<file path="src/rtl/wb_port_arbiter.sv">
// -----------------------------------------------------------------------------
// wb_port_arbiter
//
// Shares the single integer register-file write port between the EX stage and
// the load/store queue. EX write-backs always win. Load returns are buffered in
// a small FIFO and drained into cycles where EX does not write. An age counter
// on the FIFO head raises exs_hold_o so that a queued load cannot be starved
// forever. lsq_done_o tells the ID-stage scoreboard that a load has reached the
// register file, so it can clear its pending bit.
//
// Parameters
//   DEPTH       LSQ return FIFO entries (power of 2, >= 2)
//   STARVE_MAX  cycles a blocked FIFO head may wait before exs_hold_o rises (>= 1)
//
// Optional feature macro
//   WBARB_BYPASS_EN  when defined, a load return that arrives while the FIFO is
//                    empty and EX is idle goes straight to the register file in
//                    the same cycle instead of being queued.
//
// Ports
//   clk_i, resetb_i        clock, asynchronous active-low reset
//   clk_en_i               clock enable; 0 freezes all state
//   exs_regd_wr_i/addr/data  EX write-back request (cannot be stalled)
//   lsq_reg_wr_i/addr/data   LSQ load return (held until lsq_reg_rdy_o)
//   lsq_reg_rdy_o          LSQ return accepted this cycle (FIFO not full)
//   rf_wr_o/addr/data      register-file write port (combinational)
//   lsq_done_o/addr        a load result was written this cycle
//   exs_hold_o             request to stop issuing EX write-backs
// -----------------------------------------------------------------------------
module wb_port_arbiter #(
    parameter int DEPTH      = 4,
    parameter int STARVE_MAX = 8
) (
    input  logic        clk_i,
    input  logic        resetb_i,
    input  logic        clk_en_i,
    input  logic        exs_regd_wr_i,
    input  logic [4:0]  exs_regd_addr_i,
    input  logic [31:0] exs_regd_data_i,
    input  logic        lsq_reg_wr_i,
    input  logic [4:0]  lsq_reg_addr_i,
    input  logic [31:0] lsq_reg_data_i,
    output logic        lsq_reg_rdy_o,
    output logic        rf_wr_o,
    output logic [4:0]  rf_addr_o,
    output logic [31:0] rf_data_o,
    output logic        lsq_done_o,
    output logic [4:0]  lsq_done_addr_o,
    output logic        exs_hold_o
);

    localparam int PTR_W = $clog2(DEPTH);
    localparam int AGE_W = $clog2(STARVE_MAX + 1);
    localparam logic [AGE_W-1:0] AGE_MAX = AGE_W'(STARVE_MAX);

    typedef enum logic {
        RUN  = 1'b0,
        HOLD = 1'b1
    } state_t;

    state_t state, state_nxt;

    logic [4:0]  addr_mem [DEPTH];
    logic [31:0] data_mem [DEPTH];

    // Pointers carry one wrap bit above the index so full and empty differ.
    logic [PTR_W:0]   wr_ptr, rd_ptr;
    logic [PTR_W-1:0] wr_idx, rd_idx;
    logic             empty, full;
    logic             push, pop, bypass;
    logic [4:0]       head_addr;
    logic [31:0]      head_data;
    logic             wr_req, done_req, active;
    logic [4:0]       sel_addr;
    logic [31:0]      sel_data;
    logic [AGE_W-1:0] age, age_nxt;

    assign wr_idx    = wr_ptr[PTR_W-1:0];
    assign rd_idx    = rd_ptr[PTR_W-1:0];
    assign empty     = (wr_ptr == rd_ptr);
    assign full      = (wr_ptr[PTR_W] != rd_ptr[PTR_W]) && (wr_idx == rd_idx);
    assign head_addr = addr_mem[rd_idx];
    assign head_data = data_mem[rd_idx];

    assign lsq_reg_rdy_o = ~full;

    // Write-port selection: EX first, then FIFO head, then (optionally) bypass.
    always_comb begin
        wr_req   = 1'b0;
        done_req = 1'b0;
        bypass   = 1'b0;
        sel_addr = '0;
        sel_data = '0;
        if (exs_regd_wr_i) begin
            wr_req   = 1'b1;
            sel_addr = exs_regd_addr_i;
            sel_data = exs_regd_data_i;
        end else if (!empty) begin
            wr_req   = 1'b1;
            done_req = 1'b1;
            sel_addr = head_addr;
            sel_data = head_data;
        end
`ifdef WBARB_BYPASS_EN
        else if (lsq_reg_wr_i) begin
            wr_req   = 1'b1;
            done_req = 1'b1;
            bypass   = 1'b1;
            sel_addr = lsq_reg_addr_i;
            sel_data = lsq_reg_data_i;
        end
`endif
    end

    // A frozen or reset cycle must never look like a write to downstream logic.
    assign active          = clk_en_i & resetb_i;
    assign rf_wr_o         = wr_req & (sel_addr != 5'd0) & active;
    assign rf_addr_o       = sel_addr;
    assign rf_data_o       = sel_data;
    assign lsq_done_o      = done_req & active;
    assign lsq_done_addr_o = sel_addr;

    // An x0 load still pops so the scoreboard sees its done pulse.
    assign pop  = done_req & ~bypass & clk_en_i;
    assign push = lsq_reg_wr_i & ~full & ~bypass & clk_en_i;

    // Head age: counts cycles the head loses to EX, saturating.
    always_comb begin
        age_nxt = age;
        if (pop || empty) begin
            age_nxt = '0;
        end else if (exs_regd_wr_i && (age < AGE_MAX)) begin
            age_nxt = age + 1'b1;
        end
    end

    always_comb begin
        state_nxt = state;
        if (state == RUN) begin
            if (age_nxt == AGE_MAX) state_nxt = HOLD;
        end else begin
            if (pop) state_nxt = RUN;
        end
    end

    assign exs_hold_o = (state == HOLD);

    always_ff @(posedge clk_i or negedge resetb_i) begin
        if (!resetb_i) begin
            wr_ptr <= '0;
            rd_ptr <= '0;
            age    <= '0;
            state  <= RUN;
        end else if (clk_en_i) begin
            if (push) wr_ptr <= wr_ptr + 1'b1;
            if (pop)  rd_ptr <= rd_ptr + 1'b1;
            age   <= age_nxt;
            state <= state_nxt;
        end
    end

    // FIFO storage carries no reset; occupancy is tracked by the pointers.
    always_ff @(posedge clk_i) begin
        if (push) begin
            addr_mem[wr_idx] <= lsq_reg_addr_i;
            data_mem[wr_idx] <= lsq_reg_data_i;
        end
    end

`ifndef SYNTHESIS
    // The scoreboard must never let EX target a register with a queued load.
    logic [PTR_W:0] count;
    logic           ex_hits_queue;

    assign count = wr_ptr - rd_ptr;

    always_comb begin
        ex_hits_queue = 1'b0;
        for (int j = 0; j < DEPTH; j++) begin
            if (({1'b0, PTR_W'(j) - rd_idx} < count) &&
                (addr_mem[PTR_W'(j)] == exs_regd_addr_i)) begin
                ex_hits_queue = 1'b1;
            end
        end
    end

    always_ff @(posedge clk_i) begin
        if (resetb_i && clk_en_i && exs_regd_wr_i && (exs_regd_addr_i != 5'd0)) begin
            assert (!ex_hits_queue);
        end
    end
`endif

endmodule

</file>
<file path="config.mk">
export PLATFORM = sky130hd
export DESIGN_NAME = wb_port_arbiter
export DESIGN_NICKNAME = d
export VERILOG_FILES = /design/src/rtl/wb_port_arbiter.sv
export SDC_FILE = /design/constraint.sdc
export NUM_CORES = 1
export LEC_CHECK = 0
export BUFFER_PORTS_ARGS = -buffer_cell sky130_fd_sc_hd__buf_4
export CORE_ASPECT_RATIO = 1.5
export CORE_UTILIZATION = 55
export CTS_CLUSTER_DIAMETER = 40
export DETAILED_ROUTE_END_ITERATION = 16
export GPL_ROUTABILITY_DRIVEN = 0
export PLACE_DENSITY_LB_ADDON = 0.15
export SYNTH_ARGS = -nofsm -noshare
export SYNTH_HDL_FRONTEND = slang
export SYNTH_SLANG_ARGS = --single-unit
export TNS_END_PERCENT = 5
</file>
<file path="constraint.sdc">
create_clock -name clk_i -period 5.89 [get_ports clk_i]
set_input_delay 1.178 -clock clk_i [delete_from_list [all_inputs] [get_ports clk_i]]
set_output_delay 1.178 -clock clk_i [all_outputs]
set_load 0.01 [all_outputs]
</file>
# == Word level (Yosys, flattened, before mapping) ==
# Memory sizes are Yosys's and may differ from the RTL's.
# Index checks and enable logic that the tools add are counted.
# totals
register_bits,11
ram_bits,148
inputBits,79
out_inout_bits,46
memories,2
# op_classes
add_sub_neg,3
order_cmp,1
eq_ne,4
muxes,14
bitwise_logic,8
n_reduce_logical,6
# memory_table
name,words,word_bits,rd,rd_ports_with_merged_regs,wr,line,rtl
data_mem,4,32,1,0,1,64,logic [31:0] data_mem [DEPTH];
addr_mem,4,5,1,0,1,63,logic [4:0] addr_mem [DEPTH];
# op_table
operator,n
$mux 32,2
$mux 5,2
$mux 1,8
$mux 4,2
$and 1x1->1,7
$add 3x1->3 const B,2
$reduce_bool 5->1,1
$add 4x1->4 const B,1
$eq 4x4->1 const B,1
$lt 4x4->1 const B,1
$reduce_and 2->1,2
$eq 3x3->1,1
$eq 2x2->1,1
$logic_and 1x1->1,2
$logic_or 1x1->1,1
$ne 1x1->1,1
$not 1->1,1

# == Longest topological paths before layout ==
# depth
word_depth,9
ltp_mapped,6
mapped_depth_nobuf,5

# == Worst setup path before layout ==
# OpenSTA, ideal clock, no wires.
# synth_timing
path_kind,input-to-output
startpoint,in exs_regd_wr_i
endpoint,out rf_data_o[11]
arrival_ps,2200
t_required_ps,4712
setup_slack_ps,2512
cell_stages,5
n_path_buf,3
path_cell_list,clkbuf_1 > clkbuf_1 > clkbuf_1 > nand2_1 > o21ai_1
# synth_via
elab_chain_len,1
# synth_lines
item,line,rtl
start: declaration,37,"input logic exs_regd_wr_i,"
$mux 32,94,if (exs_regd_wr_i) begin
end: declaration,46,"output logic [31:0] rf_data_o,"
# Every way passes these cells.

# == Worst setup path after layout ==
# layout_timing
startpoint,in exs_regd_wr_i
endpoint,out rf_wr_o
# layout_via
elab_chain_len,4
# layout_lines
item,line,rtl
$mux 5,94,
$reduce_bool 5->1,117,assign rf_wr_o = wr_req & (sel_addr != 5'd0) & active;
$and 1x1->1 * (2 in series),117,
end: declaration,44,"output logic rf_wr_o,"
# Every way passes the cells marked *; elsewhere a longest branch is shown, timed or not.

==> impl_metrics.json <==
{
  "final_max_slew_viol_count": 0,
  "core_area_sq_mm": 0.0115,
  "syn_inst": 383,
  "crit_fanout": 76,
  "pre_cts_slack_ps": 1740,
  "ys_async_sr_fraction_pct": 6.92,
  "tritoncts": "yes",
  "hold_viol_final": 0,
  "die_x_um": 91.0,
  "netlist_area_sq_mm": 0.00654,
  "slew_headroom_pct": 30.5,
  "synth_top_cell_by_area": "edfxtp_1",
  "clk_pin_slew_worst_paths_ps": 60,
  "max_freq_mhz": 244,
  "syn_avg_cell_area_sq_um": 17.1,
  "min_period_over_period_pct": 69.6,
  "ys_ff_latch": 159,
  "cts_setup_buffers": 0,
  "grt_max_degree": 77,
  "cts_resized": 0,
  "yosys-top-cells-area": "edfxtp_1 68%, mux4_2 12%, dfrtp_1 4.2%",
  "synth_top_area_share_pct": 68.0,
  "yosysSeqAreaShare_pct": 72.2,
  "setup_viol": 0,
  "cts_root_buf": "clkbuf_16",
  "grt-ovfl-total": 0,
  "avgRoutedWirePerCell_um": 18.2,
  "power_leakage_uw": 0.00304,
  "htreeDepth": 4,
  "io_buffers": 124,
  "fin_ws_ps": 1790,
  "synth_top_flop_cell": "edfxtp_1",
  "area_delta_synth_final_pct": 24.3,
  "die_h_um": 136,
  "synth.distinct_cells": 37,
  "status": "completed",
  "cellPowerDensity_mw_per_mm2": 457,
  "synth_nets": 468,
  "worstPathRequired_ps": 4710,
  "clk_latency_ps": 410,
  "die-area_sq_mm": 0.0123,
  "arrival_ps": 2920,
  "hold_path_class": "register to register",
  "cap_violations": 0,
  "yosys_warnings": 0,
  "num_rows": 48,
  "finalCriticalPeriod_ps": 4100,
  "fin_skew_ps": 5.58,
  "cts_made_buffers": 17,
  "final_cells": 666,
  "ioPinCount": 125,
  "dp_hpwl_mm": 7.46,
  "crit_family": "buffers and inverters",
  "grtUsageTotal_pct": 21.1,
  "grt_pass1_wl_mm": 19.3,
  "mostFrequentLayoutCells": "148 x edfxtp_1, 127 x buf_4, 73 x nand2_1",
  "worst_pin_slew_ps": 1040,
  "cp_cell_sequence": "buf_4 -> inv_1 -> o31a_1 -> a22o_1 -> nor4_1 -> a21oi_1 -> buf_4",
  "end_kind": "primary output",
  "final_nets": 588,
  "setup.worst_path.class": "input port to primary output",
  "drt_iter0_drc": 199,
  "rsz0062_at_grt": "false",
  "drt_first_pass_iters": 4,
  "clockBufferDepth": 2,
  "start_util_pct": 56.7,
  "dp_cells": 634,
  "vias_per_cell": 5.51,
  "cts_hold_buf": 0,
  "cp_common_cell": "buf_4",
  "antenna_found_initial": 0,
  "mostFrequentLayoutCell": "edfxtp_1",
  "path_buf_inv": 3,
  "synth_edf_count": 148,
  "vias": 3671,
  "grt_pass1_vias": 3790,
  "clock-sinks": 159,
  "fill_cells": 761,
  "antenna_cells": 0,
  "drc": 0,
  "max_stage_delay_ps": 540,
  "postLayoutCoreUtil_pct": 70.4,
  "peakVddDrop_uv": 293,
  "ant_nets": 0,
  "drive_gt1_share_pct": 39.0,
  "critPathLaunchType": "input port",
  "wirelength_mm": 12.1,
  "slowest_stage": "buf_4",
  "fin_setup_tns_ps": 0
}
-- per-stage QoR --
stage               instance area, sq um  total power, uW  hold WS [ps]
floorplan                           6540             2300           460
global placement                    7550             2690           481
detailed placement                  7550             2710           480
CTS                                 8120             3750           492
global route                        8120             3890           513
finish                              8120             3710           489
-- cell families after synthesis --
| logic type | share of synthesized area (%) |
|---|---|
| XOR/XNOR | 0.938 |
| multiplexers | 13.0 |
| buffers and inverters | 2.47 |
| AND/OR/NAND/NOR | 5.51 |
| adder cells (fa/ha/maj) | 1.15 |
| flip-flops | 72.2 |
| AO/OA/AOI/OAI | 4.69 |
-- cell usage after synthesis (all sizes together), types with 2 or more instances --
| master | n |
|---|---|
| edfxtp | 148 |
| nand2 | 73 |
| mux4 | 37 |
| o21ai | 36 |
| buf | 18 |
| dfrtp | 11 |
| clkbuf | 8 |
| inv | 7 |
| ha | 6 |
| and2 | 5 |
| xor2 | 5 |
| a22o | 4 |
| a21oi | 3 |
| a31o | 3 |
| nor2 | 2 |
| xnor2 | 2 |
-- final timing paths --
kind                       depth (start not counted)     startpoint         endpoint  slack, ps
setup / recovery                                   7  exs_regd_wr_i          rf_wr_o       1790
hold / removal                                     1      wr_ptr[2]        wr_ptr[2]        490
setup reg to reg                                   5      rd_ptr[1]  data_mem[1][10]       3100
hold reg to reg                                    1      wr_ptr[2]        wr_ptr[2]        490
max in group asynchronous                          1       resetb_i        rd_ptr[0]       5120
min in group asynchronous                          1       resetb_i        rd_ptr[2]        590
-- area by class of cell --
| class | count | area [sq um] | area share, % |
|---|---|---|---|
| inverter | 7 | 26.3 | 0.324 |
| sequential | 159 | 4720 | 58.1 |
| timing repair buffer | 127 | 953 | 11.7 |
| clock buffer | 18 | 429 | 5.28 |
| multi-input combinational | 191 | 1660 | 20.4 |
| tap | 150 | 188 | 2.31 |
| clock inverter | 14 | 143 | 1.76 |
-- state kept, by name, summed over array words and instances (netlist names) --
signal and cells:
data_mem 128, addr_mem 20, age 4, rd_ptr 3
wr_ptr 3, exs_hold_o 1
-- worst register-to-register path, delay by kind of cell (launching register included) --
kind / cells / cell delay, ps
buffers and inverters: 1 / 470
DFF: 1 / 340
AOI/OAI and AO/OA: 1 / 300
and+or+nand+nor: 2 / 1000
xor gates and xnor gates: 1 / 270
-- routing by layer --
metal / share of wire, % / global-route usage [%] / up-vias
li1: - / - / 1714
met1: 39 / 26.0 / 1828
met2: 55 / 37.0 / 114
met3: 5.1 / 4.94 / 15
met4: 1.2 / 7.05 / 0
met5: 0 / 0 / -
-- where the power goes --
group	internal [uW]	switching (uW)	leakage, uW
Sequential	1400	70.4	0.00148
Combinational	567	625	0.00129
Clock	622	422	0.000268
Total	2590	1120	0.00304
No activity file was read; power rests on OpenSTA's default activity.
